### config.mk
export PLATFORM = sky130hd
export DESIGN_NAME = framebuffer_port_arbiter_flat
export DESIGN_NICKNAME = d
export VERILOG_FILES = /design/src/rtl/fb_arb_pkg.sv /design/src/rtl/framebuffer_port_arbiter_if.sv /design/src/rtl/fb_rr_arbiter.sv /design/src/rtl/framebuffer_port_arbiter.sv /design/src/flat_wrapper.sv
export SDC_FILE = /design/constraint.sdc
export NUM_CORES = 1
export LEC_CHECK = 0
export ABC_AREA = 0
export CORE_UTILIZATION = 45
export DETAILED_ROUTE_END_ITERATION = 10
export DONT_BUFFER_PORTS = 1
export PLACE_DENSITY_LB_ADDON = 0.15
export SLEW_MARGIN = 5
export SYNTH_ARGS = -nofsm -noshare
export SYNTH_HDL_FRONTEND = slang
export SYNTH_SLANG_ARGS = --single-unit
### constraint.sdc
create_clock -name clk -period 1.45 [get_ports clk]
set_clock_uncertainty 0.1 [all_clocks]
set_input_delay 0.145 -clock clk [delete_from_list [all_inputs] [get_ports clk]]
set_output_delay 0.145 -clock clk [all_outputs]
set_load 0.02 [all_outputs]
### src/rtl/fb_arb_pkg.sv
// Shared types and constants for the framebuffer port-A arbiter.
//   FB_WIDTH / FB_DEPTH : default pixel width and framebuffer depth
//   REQ_CPU / REQ_BLIT  : requester IDs carried through the read tag pipe
//   fbArbState_t        : arbiter FSM states
//   fbTag_t             : {valid, id} read-return tag
package fb_arb_pkg;

  localparam int unsigned FB_WIDTH = 9;
  localparam int unsigned FB_DEPTH = 2048;

  localparam logic REQ_CPU  = 1'b0;
  localparam logic REQ_BLIT = 1'b1;

  typedef enum logic {
    ST_IDLE  = 1'b0,
    ST_CLEAR = 1'b1
  } fbArbState_t;

  typedef struct packed {
    logic valid;
    logic id;
  } fbTag_t;

endpackage

### src/rtl/framebuffer_port_arbiter_if.sv
// One requester's access channel to framebuffer port A.
//   req/we/addr/wdata : command from the requester, held until gnt
//   gnt               : combinational accept strobe
//   rvalid/rdata      : read return, rdata meaningful while rvalid is high
// master = requester side, slave = arbiter side.
interface framebuffer_port_arbiter_if
  import fb_arb_pkg::*;
#(
  parameter int unsigned WIDTH  = FB_WIDTH,
  parameter int unsigned ADDR_W = $clog2(FB_DEPTH)
);

  logic              req;
  logic              we;
  logic [ADDR_W-1:0] addr;
  logic [WIDTH-1:0]  wdata;
  logic              gnt;
  logic              rvalid;
  logic [WIDTH-1:0]  rdata;

  modport master (
    output req, we, addr, wdata,
    input  gnt, rvalid, rdata
  );

  modport slave (
    input  req, we, addr, wdata,
    output gnt, rvalid, rdata
  );

endinterface

### src/rtl/fb_rr_arbiter.sv
// Two-way round-robin grant logic with a one-bit priority pointer.
//   clk, nReset       : clock, asynchronous active-low reset
//   req0, req1        : qualified requests (already masked while blocked)
//   gnt0_c, gnt1_c    : combinational grants, at most one high
// The pointer names the winner under contention and flips only when both
// requests were pending, so an uncontended requester never disturbs fairness.
module fb_rr_arbiter
  import fb_arb_pkg::*;
(
  input  logic clk,
  input  logic nReset,
  input  logic req0,
  input  logic req1,
  output logic gnt0_c,
  output logic gnt1_c
);

  logic prio;

  // Lone request always wins; contention is settled by the pointer.
  assign gnt0_c = req0 & (~req1 | (prio == REQ_CPU));
  assign gnt1_c = req1 & (~req0 | (prio == REQ_BLIT));

  // Pointer moves to the loser after every contended grant.
  always_ff @(posedge clk or negedge nReset) begin
    if (!nReset) begin
      prio <= REQ_CPU;
    end else if (req0 && req1) begin
      prio <= ~prio;
    end
  end

endmodule

### src/rtl/framebuffer_port_arbiter.sv
// Shares framebuffer port A between the CPU bridge (port0) and the blitter
// (port1); port B is left to video scan-out.
//   clk, nReset           : clock, asynchronous active-low reset
//   port0, port1          : requester channels (slave modport)
//   fbAddress/fbDataIn/
//   fbWriteEnable         : registered command to the RAM
//   fbDataOut             : RAM read data, one cycle after address sample
//   clearStart/clearValue : start a whole-framebuffer fill
//   clearBusy             : high while the fill runs
// Build option FB_ARB_CLEAR_EN adds the clear sequencer and CLEAR state;
// without it the clear inputs are ignored and clearBusy is tied low.
module framebuffer_port_arbiter
  import fb_arb_pkg::*;
#(
  parameter int unsigned WIDTH = FB_WIDTH,
  parameter int unsigned DEPTH = FB_DEPTH
) (
  input  logic                     clk,
  input  logic                     nReset,
  framebuffer_port_arbiter_if.slave port0,
  framebuffer_port_arbiter_if.slave port1,
  output logic [$clog2(DEPTH)-1:0] fbAddress,
  output logic [WIDTH-1:0]         fbDataIn,
  output logic                     fbWriteEnable,
  input  logic [WIDTH-1:0]         fbDataOut,
  input  logic                     clearStart,
  input  logic [WIDTH-1:0]         clearValue,
  output logic                     clearBusy
);

  localparam int unsigned ADDR_W = $clog2(DEPTH);

  fbArbState_t       state;
  fbArbState_t       stateNext;
  logic              blockReq;
  logic              grant0;
  logic              grant1;
  logic              cmdValid;
  logic              cmdWe;
  logic              cmdId;
  logic [ADDR_W-1:0] cmdAddr;
  logic [WIDTH-1:0]  cmdData;
  fbTag_t            tagS1;
  fbTag_t            tagS2;
  logic              rvalid0;
  logic              rvalid1;

`ifdef FB_ARB_CLEAR_EN
  localparam logic [ADDR_W-1:0] LAST_ADDR = ADDR_W'(DEPTH - 1);

  logic [ADDR_W-1:0] clearCount;
  logic [WIDTH-1:0]  clearValueQ;
  logic              clearBusyQ;
  logic              clearWrite;
  logic              clearDone;

  assign clearDone = (clearCount == LAST_ADDR);
`else
  logic unusedClear;
  assign unusedClear = ^{clearStart, clearValue};
`endif

  // Round-robin grant; requests are masked while a clear owns the port.
  fb_rr_arbiter uArb (
    .clk    (clk),
    .nReset (nReset),
    .req0   (port0.req & ~blockReq),
    .req1   (port1.req & ~blockReq),
    .gnt0_c (grant0),
    .gnt1_c (grant1)
  );

  // FSM state register.
  always_ff @(posedge clk or negedge nReset) begin
    if (!nReset) begin
      state <= ST_IDLE;
    end else begin
      state <= stateNext;
    end
  end

  // FSM next-state logic.
  always_comb begin
    stateNext = state;
`ifdef FB_ARB_CLEAR_EN
    case (state)
      ST_IDLE:  if (clearStart) stateNext = ST_CLEAR;
      ST_CLEAR: if (clearDone)  stateNext = ST_IDLE;
      default:  stateNext = ST_IDLE;
    endcase
`else
    stateNext = ST_IDLE;
`endif
  end

  // FSM outputs: a starting or running clear blocks both requesters.
  always_comb begin
    blockReq = 1'b0;
`ifdef FB_ARB_CLEAR_EN
    clearWrite = 1'b0;
`endif
    case (state)
      ST_IDLE: begin
`ifdef FB_ARB_CLEAR_EN
        blockReq = clearStart;
`endif
      end
      ST_CLEAR: begin
        blockReq = 1'b1;
`ifdef FB_ARB_CLEAR_EN
        clearWrite = 1'b1;
`endif
      end
      default: blockReq = 1'b0;
    endcase
  end

  // Command select: clear write, else the granted requester.
  always_comb begin
    cmdValid = 1'b0;
    cmdWe    = 1'b0;
    cmdId    = REQ_CPU;
    cmdAddr  = port0.addr;
    cmdData  = port0.wdata;
`ifdef FB_ARB_CLEAR_EN
    if (clearWrite) begin
      cmdValid = 1'b1;
      cmdWe    = 1'b1;
      cmdAddr  = clearCount;
      cmdData  = clearValueQ;
    end else
`endif
    if (grant0) begin
      cmdValid = 1'b1;
      cmdWe    = port0.we;
      cmdId    = REQ_CPU;
      cmdAddr  = port0.addr;
      cmdData  = port0.wdata;
    end else if (grant1) begin
      cmdValid = 1'b1;
      cmdWe    = port1.we;
      cmdId    = REQ_BLIT;
      cmdAddr  = port1.addr;
      cmdData  = port1.wdata;
    end
  end

`ifdef FB_ARB_CLEAR_EN
  // Clear sequencer: fill value and address counter.
  always_ff @(posedge clk or negedge nReset) begin
    if (!nReset) begin
      clearCount  <= '0;
      clearValueQ <= '0;
      clearBusyQ  <= 1'b0;
    end else begin
      clearBusyQ <= (stateNext == ST_CLEAR);
      if (state == ST_IDLE && clearStart) begin
        clearCount  <= '0;
        clearValueQ <= clearValue;
      end else if (state == ST_CLEAR) begin
        clearCount <= clearCount + ADDR_W'(1);
      end
    end
  end

  assign clearBusy = clearBusyQ;
`else
  assign clearBusy = 1'b0;
`endif

  // Command register to the RAM plus the two-stage read tag pipe.
  // Address/data hold when idle so the RAM sees no needless toggling.
  always_ff @(posedge clk or negedge nReset) begin
    if (!nReset) begin
      fbAddress     <= '0;
      fbDataIn      <= '0;
      fbWriteEnable <= 1'b0;
      tagS1         <= '0;
      tagS2         <= '0;
    end else begin
      fbWriteEnable <= cmdValid & cmdWe;
      if (cmdValid) begin
        fbAddress <= cmdAddr;
        fbDataIn  <= cmdData;
      end
      tagS1.valid <= cmdValid & ~cmdWe;
      tagS1.id    <= cmdId;
      tagS2       <= tagS1;
    end
  end

  // Read return steering.
  assign rvalid0 = tagS2.valid && (tagS2.id == REQ_CPU);
  assign rvalid1 = tagS2.valid && (tagS2.id == REQ_BLIT);

  assign port0.gnt    = grant0;
  assign port1.gnt    = grant1;
  assign port0.rvalid = rvalid0;
  assign port1.rvalid = rvalid1;
  assign port0.rdata  = rvalid0 ? fbDataOut : '0;
  assign port1.rdata  = rvalid1 ? fbDataOut : '0;

endmodule

### src/flat_wrapper.sv
// flat-port wrapper written by rule: the top's interface ports become plain ports
module framebuffer_port_arbiter_flat import fb_arb_pkg::*;
#(
  parameter int unsigned WIDTH = FB_WIDTH,
  parameter int unsigned DEPTH = FB_DEPTH
)
  (clk, nReset, fbAddress, fbDataIn, fbWriteEnable, fbDataOut, clearStart, clearValue, clearBusy, port0_req, port0_we, port0_addr, port0_wdata, port0_gnt, port0_rvalid, port0_rdata, port1_req, port1_we, port1_addr, port1_wdata, port1_gnt, port1_rvalid, port1_rdata);
  framebuffer_port_arbiter_if #(.WIDTH(WIDTH), .ADDR_W((11))) port0_i ();
  framebuffer_port_arbiter_if #(.WIDTH(WIDTH), .ADDR_W((11))) port1_i ();
  input  logic clk;
  input  logic nReset;
  output logic [$clog2(DEPTH)-1:0] fbAddress;
  output logic [WIDTH-1:0] fbDataIn;
  output logic fbWriteEnable;
  input  logic [WIDTH-1:0] fbDataOut;
  input  logic clearStart;
  input  logic [WIDTH-1:0] clearValue;
  output logic clearBusy;
  input wire logic [$bits(port0_i.req)-1:0] port0_req;
  input wire logic [$bits(port0_i.we)-1:0] port0_we;
  input wire logic [$bits(port0_i.addr)-1:0] port0_addr;
  input wire logic [$bits(port0_i.wdata)-1:0] port0_wdata;
  output wire logic [$bits(port0_i.gnt)-1:0] port0_gnt;
  output wire logic [$bits(port0_i.rvalid)-1:0] port0_rvalid;
  output wire logic [$bits(port0_i.rdata)-1:0] port0_rdata;
  input wire logic [$bits(port1_i.req)-1:0] port1_req;
  input wire logic [$bits(port1_i.we)-1:0] port1_we;
  input wire logic [$bits(port1_i.addr)-1:0] port1_addr;
  input wire logic [$bits(port1_i.wdata)-1:0] port1_wdata;
  output wire logic [$bits(port1_i.gnt)-1:0] port1_gnt;
  output wire logic [$bits(port1_i.rvalid)-1:0] port1_rvalid;
  output wire logic [$bits(port1_i.rdata)-1:0] port1_rdata;
  assign port0_i.req = port0_req;
  assign port0_i.we = port0_we;
  assign port0_i.addr = port0_addr;
  assign port0_i.wdata = port0_wdata;
  assign port0_gnt = port0_i.gnt;
  assign port0_rvalid = port0_i.rvalid;
  assign port0_rdata = port0_i.rdata;
  assign port1_i.req = port1_req;
  assign port1_i.we = port1_we;
  assign port1_i.addr = port1_addr;
  assign port1_i.wdata = port1_wdata;
  assign port1_gnt = port1_i.gnt;
  assign port1_rvalid = port1_i.rvalid;
  assign port1_rdata = port1_i.rdata;
  framebuffer_port_arbiter #(.WIDTH(WIDTH), .DEPTH(DEPTH)) u_core (.clk(clk), .nReset(nReset), .port0(port0_i), .port1(port1_i), .fbAddress(fbAddress), .fbDataIn(fbDataIn), .fbWriteEnable(fbWriteEnable), .fbDataOut(fbDataOut), .clearStart(clearStart), .clearValue(clearValue), .clearBusy(clearBusy));
endmodule
-- After elaboration in Yosys (flattened, before gate mapping)
Cells that the tools add are included.
W data, S select, Z words.
- register bits: 26
- input port bits: 65
- word-level logic and storage cells: 33
- multiplexer cells: 11
- bitwise operators: 11
- reduce and logical (&&, ||, !) cells: 3
- operators with widths (operator ; count):
    $mux W9 ; 4
    $mux W11 ; 2
    $mux W1 ; 5
    $not A1 Y1 ; 5
    $and A1 B1 Y1 ; 4
    $logic_and A1 B1 Y1 ; 3
    $or A1 B1 Y1 ; 2

-- Longest topological paths before layout
Gate-level depths: netlist (run 1).
- word-level depth: 7
- gate-level depth with buffers: 5
- depth with buffers taken out: 4

-- Cells and area by module
Synthesis (run 1) repeated with hierarchy kept, for this count alone.
- cells, all modules: 128
- area total of the unflattened synthesis: 1348.8 sq um
- by module, submodules not included (module ; times used ; cells an instance ; area each (sq um) ; seq. area each (sq um)):
    framebuffer_port_arbiter ; 1 ; 122 ; 1292.5 ; 625.6
    fb_rr_arbiter ; 1 ; 6 ; 56.3 ; 25.0

-- Worst setup path before layout (run 1)
Ideal clock, no wire load.
- kind: flip-flop to flip-flop
- start: register u_core.uArb.prio
- end: register u_core.fbWriteEnable
- library setup time: 0.067 ns
- arrival time: 1.242 ns
- data required time: 1.283 ns
- setup slack: 0.041 ns
- stages on the path, launching flop included: 3
- buffers on the path: 0
- period minus slack after synthesis: 1.409 ns
- path through: dfrtp_1 > a21boi_0 > a22o_1
- longest elaborated chain between the ends: 5
- elaborated cells on any way between the ends: 10
- those cells by class: mux (4); bitwise (6)
- RTL lines (element ; line ; text):
    start: declaration ; fb_rr_arbiter.sv:18 ; logic prio;
    start signal: assignment ; fb_rr_arbiter.sv:29 ; prio <= ~prio;
    $not A1 Y1 (*) ; fb_rr_arbiter.sv:21 ; assign gnt0_c = req0 & (~req1 | (prio == REQ_CPU));
    $or A1 B1 Y1 (*) ; fb_rr_arbiter.sv:21 ;
    $and A1 B1 Y1 (*) ; fb_rr_arbiter.sv:21 ;
    named net port0_gnt ; flat_wrapper.sv:23 ; output wire logic [$bits(port0_i.gnt)-1:0] port0_gnt;
    $mux W1 ; framebuffer_port_arbiter.sv:133 ; if (grant0) begin
    $and A1 B1 Y1 (*) ; framebuffer_port_arbiter.sv:181 ; fbWriteEnable <= cmdValid & cmdWe;
    end signal: assignment ; framebuffer_port_arbiter.sv:181 ;
    end: declaration ; framebuffer_port_arbiter.sv:24 ; output logic fbWriteEnable,
The timed path passes the listed nets; every way through them passes the cells marked *.
A chain may end at the register's enable or synchronous reset.

-- Final worst setup path (run 1)
- start: register u_core.tagS2[0] (netlist name)
- end: output port port0_rdata[3]
- longest elaborated chain between the ends: 3
- RTL lines (element ; line ; text):
    start: declaration ; framebuffer_port_arbiter.sv:44 ; fbTag_t tagS2;
    start signal: assignment ; framebuffer_port_arbiter.sv:188 ; tagS2 <= tagS1;
    $not A1 Y1 ; framebuffer_port_arbiter.sv:193 ; assign rvalid0 = tagS2.valid && (tagS2.id == REQ_CPU);
    $logic_and A1 B1 Y1 ; framebuffer_port_arbiter.sv:193 ;
    $mux W9 ; framebuffer_port_arbiter.sv:200 ; assign port0.rdata = rvalid0 ? fbDataOut : '0;
    end: declaration ; flat_wrapper.sv:25 ; output wire logic [$bits(port0_i.rdata)-1:0] port0_rdata;
Every way passes these cells.

==> results of run 1 <==
## routing by layer
metal	share of wire, %	track usage (%)	wire length (microns)
met3	6.9	5.71	239
met2	53	38.4	1850
met4	1.0	5.44	36
met1	39	22.4	1340
met5	0	0	0
## worst paths after layout
| path | startpoint | to | slack, ns | cells after the start |
|---|---|---|---|---|
| max | u_core.tagS2[0]$_DFF_PN0_ | port0_rdata[3] | 0.03 | 2 |
| min | port1_req | u_core.tagS1[0]$_DFF_PN0_ | -0.14 | 2 |
| max reg2reg | u_core.uArb.prio$_DFFE_PN0P_ | u_core.fbDataIn[0]$_DFFE_PN0P_ | 0.08 | 5 |
| min reg2reg | u_core.tagS1[1]$_DFF_PN0_ | u_core.tagS2[1]$_DFF_PN0_ | 0.26 | 0 |
| max in group asynchronous | nReset | u_core.fbWriteEnable$_DFF_PN0_ | 0.95 | 2 |
| min in group asynchronous | nReset | u_core.fbAddress[9]$_DFFE_PN0P_ | 0.15 | 2 |
## flip-flops by register name, indices dropped and copies added (netlist names)
name	flops
u_core.fbAddress	11
u_core.fbDataIn	9
u_core.tagS1	2
u_core.tagS2	2
u_core.fbWriteEnable	1
u_core.uArb.prio	1
## power groups by stage
| stage | clock (mW) | sequential [mW] | combinational (mW) |
|---|---|---|---|
| after floorplan | 0 | 1.17 | 0.522 |
| after global placement | 0 | 1.20 | 0.586 |
| after detailed placement | 0 | 1.21 | 0.610 |
| after CTS | 0.380 | 1.20 | 0.743 |
| after global routing | 0.409 | 1.22 | 0.862 |
| final | 0.356 | 1.20 | 0.785 |
## kinds of logic after synthesis
| kind of cell | Yosys count | synth area share, % |
|---|---|---|
| mux | 20 | 15.6 |
| other cells | 1 | 0.260 |
| simple gates | 24 | 10.4 |
| compound gates | 43 | 17.1 |
| flops | 26 | 45.1 |
| xor+xnor | 1 | 0.607 |
| buf+inv | 34 | 11.0 |
## area by class of cell
class | count | area share [%]
Clock buffer | 4 | 1.93
Tap cell | 44 | 2.93
Multi-Input combinational cell | 89 | 38.0
Inverter | 22 | 4.52
Sequential cell | 26 | 34.6
Timing Repair Buffer | 35 | 18.0
## placed cells by master (no fill, tap or decap)
cell type and n:
a21boi_2 1, a21oi_1 20, a22o_1 1, and2_2 8, and2_4 2, and3_4 9, buf_12 1, buf_4 9
buf_6 1, clkbuf_4 3, clkbuf_8 1, conb_1 1, dfrtp_1 26, dlygate4sd3_1 24, inv_1 21, inv_4 1
mux2_2 20, nand2_1 1, nand2_4 1, nand2b_1 1, nand2b_4 1, nor2b_4 1, o21ai_0 1, o22ai_1 20
xnor2_1 1
## through the flow
step	area [sq um]	setup WS, ns
3_3_place_gp	1480	0.157
3_5_place_dp	1480	0.107
6_report	1880	0.0309
2_1_floorplan	1440	0.0408
4_1_cts	1830	0.00928
5_1_grt	1880	-0.0583
## worst max-delay path: cells and delay by family (launching register included)
| kind | cells | cell delay (ns) |
|---|---|---|
| flip-flops | 1 | 0.43 |
| AND/OR/NAND/NOR | 2 | 0.44 |
## what timing repair did
item	in CTS	in global routing
hold endpoints to repair	50	22
resized for setup	16	23
setup endpoints to repair	12	21
setup buffers	1	1
pin swaps	1	1
==> reports/results.ini, run 1 <==
[power_and_ir_drop]
ir_drop_mv=0.707
p_int_mw=1.45
p_per_area_nw_per_um2=1240
power_mw=2.34
p_sw_mw=0.886
p_comb_share_pct=33.6
clkPwrFrac_pct=15.2
p_leak_nw=0.845
power_frac_seq_pct=51.2
switching_share_pct=37.9

[worst_setup_path]
worst_ep_required_time_ns=1.21
critPathMaxFanout=10
crit_chain=nor2b_4 > and2_2
slowest_delay_ns=0.43
path_class=register to output port
end_kind=output port
crit_path_top_delay_cell=dfrtp_1
critPathLaunchType=register
cp.arrival_ns=1.17

[synthesis]
ys_ff_latch=26
synth_edf_count=0
synth_area_sq_um=1440
synth_largest_area_cell=dfrtp_1
yosys_warnings=0
avgSynthCellArea_sq_um=9.69
synthFlopType=dfrtp_1
synthTopCellsByArea=dfrtp_1, mux2_2, o22ai_1
postSynthCellCount=149
synth_common_cells=dfrtp_1, inv_1, a21oi_1, mux2_2, o22ai_1
synth_seq_area_share_pct=45.1
synth_top_cell_area_share_pct=45.1
ys_types=22
synth_nets=214
ys_async_sr_fraction_pct=100
yosysMostFrequentCell=dfrtp_1

[global_route]
antenna_found_initial=0
grt_pass1_wl_microns=5280
grt_max_degree=27
grt_usage_pct=20.4
overflow=0
grt_pass1_vias=1237

[floorplan]
dieArea_sq_um=3440
fp-row-count=20
die_w_microns=58.6
start_util_pct=47.3
fp.dieH_microns=58.6
io_pins=109
core-area_sq_um=3050

[drt]
drc=0
wl_microns=3460
via_count=1207
first_iter_violations=67
drt-pass1-iter-count=4
ant_nets=0
via_per_inst=5.49
detail_route.wl_per_cell_microns=15.7

[layout]
instances_no_fill=220
antenna_cells=0
final_core_util_pct=61.6
drive_gt1_share_pct=33.5
register_area_sq_um=651
multi_input_area_sq_um=716
fin_nets=242
n_fill_cell=263
syn_to_final_growth_pct=30.3

[clock_network]
hold_buffers=26
ctsLongestPathBuffers=2
numCtsBuffers=3
clockRootBuffer=clkbuf_4
cts.sinks=26
cts_tree=done
clk_pin_slew_ns=0.13
worstSkewPairLatency_ns=0.31
htreeDepth=1

[flow_run]
max_cap_viol_count=0

[placed_design]
port-buffer-count=0
gp_congestion=0.702
dp.cells=189
dp_hpwl_microns=2210

[timing]
whs_ns=-0.143
hold_viol_final=22
fin_tns_setup_ns=0
min_period_ns=1.42
rsz0062_at_grt=yes
finalSetupViolCount=0
clock.fmax_mhz=705
fin_crit_sh_pct=97.9
slew_violations=0

[hold_path]
worst_hold_path_type=input port to register

[outcome]
status=finished, violations left
failed_checks=negative hold slack

No activity file was read; power rests on OpenSTA's default activity.
==> run 2, diff against run 1 <==
--- a/config.mk
+++ b/config.mk
@@ -5,11 +5,12 @@
 export SDC_FILE = /design/constraint.sdc
 export NUM_CORES = 1
 export LEC_CHECK = 0
-export ABC_AREA = 0
+export ABC_AREA = 1
 export CORE_UTILIZATION = 45
 export DETAILED_ROUTE_END_ITERATION = 10
 export DONT_BUFFER_PORTS = 1
 export PLACE_DENSITY_LB_ADDON = 0.15
+export SETUP_SLACK_MARGIN = 0.02
 export SLEW_MARGIN = 5
 export SYNTH_ARGS = -nofsm -noshare
 export SYNTH_HDL_FRONTEND = slang
==> run 2 against run 1 <==
Effect of this change: the flow finishes with violations (negative hold slack, negative setup slack); setup slack got worse by 0.12 ns; sequential power fell by 19%; area after synthesis is 1.9% higher; register-to-register slack improved by 0.07 ns; utilization is 5.3 points higher; sequential share of layout area shrank 3.0 points.
==> reports/results.ini, run 2 <==
[layout]
reg_top3=u_core.fbAddress: 11 flops, u_core.fbDataIn: 9 flops
antenna_cells=0
drive_gt1_share_pct=29.0
fin_nets=273
n_fill_cell=238
final_core_util_pct=66.9
top_register=u_core.fbAddress
fin_area_sq_um=2060
layout_common_cells=nand3_1, dlygate4sd3_1, dfrtp_1
syn_to_final_growth_pct=40.0
largest_reg_flops=11

[clock_network]
hold_buffers=45
worstSkewPairLatency_ns=0.32
cts.sinks=26
clk_pin_slew_ns=0.13
ctsLongestPathBuffers=2
clockRootBuffer=clkbuf_4
numCtsBuffers=3
htreeDepth=1
cts_tree=done

[timing]
slew_violations=0
hold_viol_final=24
fin_crit_sh_pct=106
timing.final.ws_setup_ns=-0.0900
clock.fmax_mhz=649
rsz0062_at_grt=yes
whs_ns=-0.186
min_period_ns=1.54
finalSetupViolCount=19

[hold_path]
worst_hold_path_type=input port to register

[global_route]
antenna_found_initial=0
grt_pass1_vias=1329
grt_max_degree=28
grt_pass1_wl_microns=6010
grt_usage_pct=23.5
overflow=0

[worst_setup_path]
path_class=register to output port
critPathLaunchType=register
crit_chain=nand2_2 > nor2_2
r2r_setup_slack_ns=0.15
end_kind=output port
cp_top_family=simple AND/OR/NAND/NOR gates
critPathMaxFanout=10
cp.arrival_ns=1.30
crit_path_top_delay_cell=dfrtp_1
worst_ep_required_time_ns=1.21
slowest_delay_ns=0.41
path_buf_inv=0

[placed_design]
placed_area_sq_um=1430
dp_hpwl_microns=2310
port-buffer-count=0
gp_congestion=0.663

[power_and_ir_drop]
p_per_area_nw_per_um2=901
power_frac_seq_pct=52.3
power_mw=1.85
clkPwrFrac_pct=19.8
ir_drop_mv=0.377
p_sw_mw=0.679
p_leak_nw=0.911
switching_share_pct=36.6
p_int_mw=1.18
p_comb_share_pct=27.9

[synthesis]
synthFlopType=dfrtp_1
synth_area_sq_um=1470
synth_common_cells=nand3_1, dfrtp_1, nand2_1, nand3_2, inv_1
synth_edf_count=0
avgSynthCellArea_sq_um=8.81
yosys_warnings=0
ys_async_sr_fraction_pct=100
synth_largest_area_cell=dfrtp_1
postSynthCellCount=167
synth_top_cell_area_share_pct=44.2
ys_ff_latch=26
synth_nets=232
yosysMostFrequentCell=nand3_1
synthTopCellsByArea=dfrtp_1, nand3_1, nand3_2
synth_seq_area_share_pct=44.2
ys_types=18

[drt]
wl_microns=4260
ant_nets=0
via_per_inst=5.49
drt-pass1-iter-count=5
drc=0
via_count=1379
detail_route.wl_per_cell_microns=17.0
first_iter_violations=141

[floorplan]
start_util_pct=47.8
core-area_sq_um=3080
fp.dieH_microns=59.2
io_pins=109
dieArea_sq_um=3500
die_w_microns=59.2
fp-row-count=20

[flow_run]
max_cap_viol_count=0

[outcome]
failed_checks=negative hold slack, negative setup slack
status=finished, violations left

==> run 2: final timing paths <==
check	cells past startpoint	from	endpoint
worst max-delay path	2	u_core.tagS2[0]$_DFF_PN0_	port1_rdata[1]
worst min-delay path	1	port0_req	u_core.tagS1[0]$_DFF_PN0_
worst max register to register	5	u_core.uArb.prio$_DFFE_PN0P_	u_core.fbAddress[9]$_DFFE_PN0P_
worst min register to register	0	u_core.tagS1[1]$_DFF_PN0_	u_core.tagS2[1]$_DFF_PN0_
max in group asynchronous	2	nReset	u_core.uArb.prio$_DFFE_PN0P_
min in group asynchronous	2	nReset	u_core.fbAddress[10]$_DFFE_PN0P_
==> run 2: timing repair <==
item	CTS	global route
gates cloned	0	1
hold endpoints to repair	50	24
setup endpoints to repair	20	23
setup buffers	0	2
gates resized for setup	13	21
pin swaps	0	8
==> run 2: cell families after synthesis <==
logic type	share of synthesized area, %
AND/OR/NAND/NOR	42.4
buffers and inverters	11.6
flip-flops	44.2
AO/OA/AOI/OAI	1.45
other	0.255
==> run 2: through the flow <==
step	setup WS [ns]	TNS, ns	std cells
2_1_floorplan	0.226	0	167
3_3_place_gp	0.185	0	200
3_5_place_dp	0.168	0	200
4_1_cts	-0.0667	-1.12	249
5_1_grt	-0.170	-2.34	251
6_report	-0.0900	-0.914	251
==> run 2: metal layers <==
metal | GRT usage, % | up-vias | part of all wire, %
met5 | 0 | - | 0
met4 | 11.6 | 0 | 3.4
met3 | 5.02 | 18 | 7.6
met2 | 42.4 | 97 | 53
met1 | 26.0 | 639 | 36
li1 | - | 625 | -
==> run 2: cell type report <==
| cell class | count | area [sq um] | share of cell area [%] |
|---|---|---|---|
| multi-input cells | 114 | 764 | 37.1 |
| well taps | 44 | 55.1 | 2.67 |
| repair buffers | 49 | 498 | 24.2 |
| clock buffers | 4 | 36.3 | 1.76 |
| flip-flops and latches | 26 | 651 | 31.6 |
| inverters | 14 | 55.1 | 2.67 |
==> run 2: power groups by stage <==
stage,clock network (mW),logic [mW],registers [mW]
finish,0.368,0.517,0.970
global route,0.407,0.560,0.980
CTS,0.384,0.472,0.966
detailed placement,0,0.305,0.977
global placement,0,0.294,0.976
floorplan,0,0.317,0.961
==> run 3, diff against run 2 <==
--- a/config.mk
+++ b/config.mk
@@ -9,8 +9,7 @@
 export CORE_UTILIZATION = 45
 export DETAILED_ROUTE_END_ITERATION = 10
 export DONT_BUFFER_PORTS = 1
-export PLACE_DENSITY_LB_ADDON = 0.15
-export SETUP_SLACK_MARGIN = 0.02
+export SETUP_SLACK_MARGIN = 0.1
 export SLEW_MARGIN = 5
 export SYNTH_ARGS = -nofsm -noshare
 export SYNTH_HDL_FRONTEND = slang
==> run 3 against run 2 <==
Effect of this change: the run still ends with negative hold slack, negative setup slack left; die area stayed put; clock power is 2% lower; utilization is 6.1 points lower; final cell count is 6.8% lower; non-clock buffer count is 17 lower; flip-flop and latch count stayed put; critical endpoint is now port0_rdata[2]; largest cell class unchanged.
==> reports/results.ini, run 3 (same netlist as run 2, synthesis figures left out) <==
[worst_setup_path]
worst_ep_required_time_ns=1.21
r2r-end=u_core.fbAddress[6]$_DFFE_PN0P_
critPathMaxFanout=5
end_kind=output port
critPathLaunchType=register
r2r_setup_slack_ns=0.16
path_class=register to output port
timing.rr.start=u_core.uArb.prio$_DFFE_PN0P_
cp.arrival_ns=1.25
ff2ff_path_depth=6

[power_and_ir_drop]
clkPwrFrac_pct=20.1
power_frac_seq_pct=53.8
p_int_mw=1.16
p_per_area_nw_per_um2=958
ir_drop_mv=0.438
p_comb_share_pct=26.1
switching_share_pct=35.6
power_mw=1.79
p_sw_mw=0.638
p_leak_nw=0.847

[timing]
finalSetupViolCount=11
rsz0062_at_grt=yes
timing.final.ws_setup_ns=-0.0480
fin_crit_sh_pct=103
whs_ns=-0.180
hold_viol_final=24
slew_violations=0
fin_tns_setup_ns=-0.320
clock.fmax_mhz=668
min_period_ns=1.50

[drt]
wl_microns=3690
drc=0
wl_met3_microns=333
via_per_inst=5.32
drt-pass1-iter-count=4
first_iter_violations=79
via_count=1245
wl_met1_microns=1370
detail_route.wl_per_cell_microns=15.8
ant_nets=0
route.met2.wl_microns=1980
highest_layer=met4

[layout]
register_area_sq_um=651
largest_reg_flops=11
multi_input_area_sq_um=747
top_register=u_core.fbAddress
fin_area_sq_um=1870
final_core_util_pct=60.9
fin_nets=256
drive_gt1_share_pct=32.1
syn_to_final_growth_pct=27.3
final_common_cell=nand3_1
antenna_cells=0
reg_top3=u_core.fbAddress: 11 flops, u_core.fbDataIn: 9 flops
n_fill_cell=272
layout_common_cells=nand3_1, dfrtp_1, dlygate4sd3_1

[outcome]
status=finished, violations left
failed_checks=negative hold slack, negative setup slack

[hold_path]
hold_depth=1
hp-start=port0_req
hold-path-endpoint=u_core.tagS1[0]$_DFF_PN0_
worst_hold_path_type=input port to register

[global_route]
grt_usage_pct=20.5
grt_pass1_vias=1131
grt_pass1_wl_microns=5260
grt_max_degree=28
antenna_found_initial=0
overflow=0

[floorplan]
dieArea_sq_um=3500
start_util_pct=47.8
fp-row-count=20
die_w_microns=59.2
core-area_sq_um=3080
fp.dieH_microns=59.2
io_pins=109

[clock_network]
clockRootBuffer=clkbuf_4
worstSkewPairLatency_ns=0.31
htreeDepth=1
numCtsBuffers=3
ctsLongestPathBuffers=2
cts_tree=done
clk_pin_slew_ns=0.14
cts.sinks=26

[placed_design]
gp_congestion=0.633
placed_area_sq_um=1450
port-buffer-count=0
dp_hpwl_microns=2370
post-place-ws_ns=0.163

[flow_run]
max_cap_viol_count=0

-- run 3: final cells by class --
class | instances | share of cell area, %
multi-input combinational | 114 | 39.9
sequential | 26 | 34.7
timing repair buffer | 32 | 17.4
inverter | 14 | 3.07
tap | 44 | 2.94
clock buffer | 4 | 1.94
-- run 3: repair_timing --
| item | 4_1_cts | 5_1_grt |
|---|---|---|
| hold buffers | 23 | 1 |
| resized for setup | 17 | 18 |
| gates cloned | 0 | 1 |
| setup buffers | 2 | 1 |
| pin swaps | 2 | 6 |
| hold endpoints to repair | 50 | 24 |
| setup endpoints to repair | 22 | 36 |
-- run 3: routing by layer --
layer	global-route usage, %	up-vias
met2	39.0	72
met1	22.4	583
li1	-	588
met5	0	-
met4	6.12	0
met3	4.37	2
-- run 3: power by group through the flow --
stage          registers, mW  logic (mW)  clock network (mW)
2_1_floorplan          0.961       0.317                   0
3_3_place_gp           0.976       0.298                   0
6_report               0.966       0.467               0.361
3_5_place_dp           0.978       0.310                   0
5_1_grt                0.976       0.508               0.403
4_1_cts                0.963       0.424               0.376
-- run 3: worst max path at each step --
stage	startpoint	to	slack, ns	cells after the start
floorplan	port0_req	port1_gnt	0.23	3
detailed placement	u_core.tagS2[0]$_DFF_PN0_	port0_rdata[7]	0.16	2
global placement	u_core.tagS2[0]$_DFF_PN0_	port0_rdata[7]	0.18	2
CTS	u_core.tagS2[0]$_DFF_PN0_	port1_rdata[2]	-0.06	2
finish	u_core.tagS2[0]$_DFF_PN0_	port0_rdata[2]	-0.05	2
global route	u_core.tagS2[1]$_DFF_PN0_	port0_rdata[6]	-0.10	3
-- run 3: critical path: stages, from the launching register on --
cell	delay, ns
dfrtp_1	0.43
or2_4	0.32
nor2_4	0.19
-- run 3: per-stage QoR --
step,std cells,hold slack [ns]
after detailed placement,202,-0.250
after global routing,234,-0.209
after floorplan,167,-0.251
after CTS,231,-0.192
final,234,-0.180
after global placement,202,-0.250
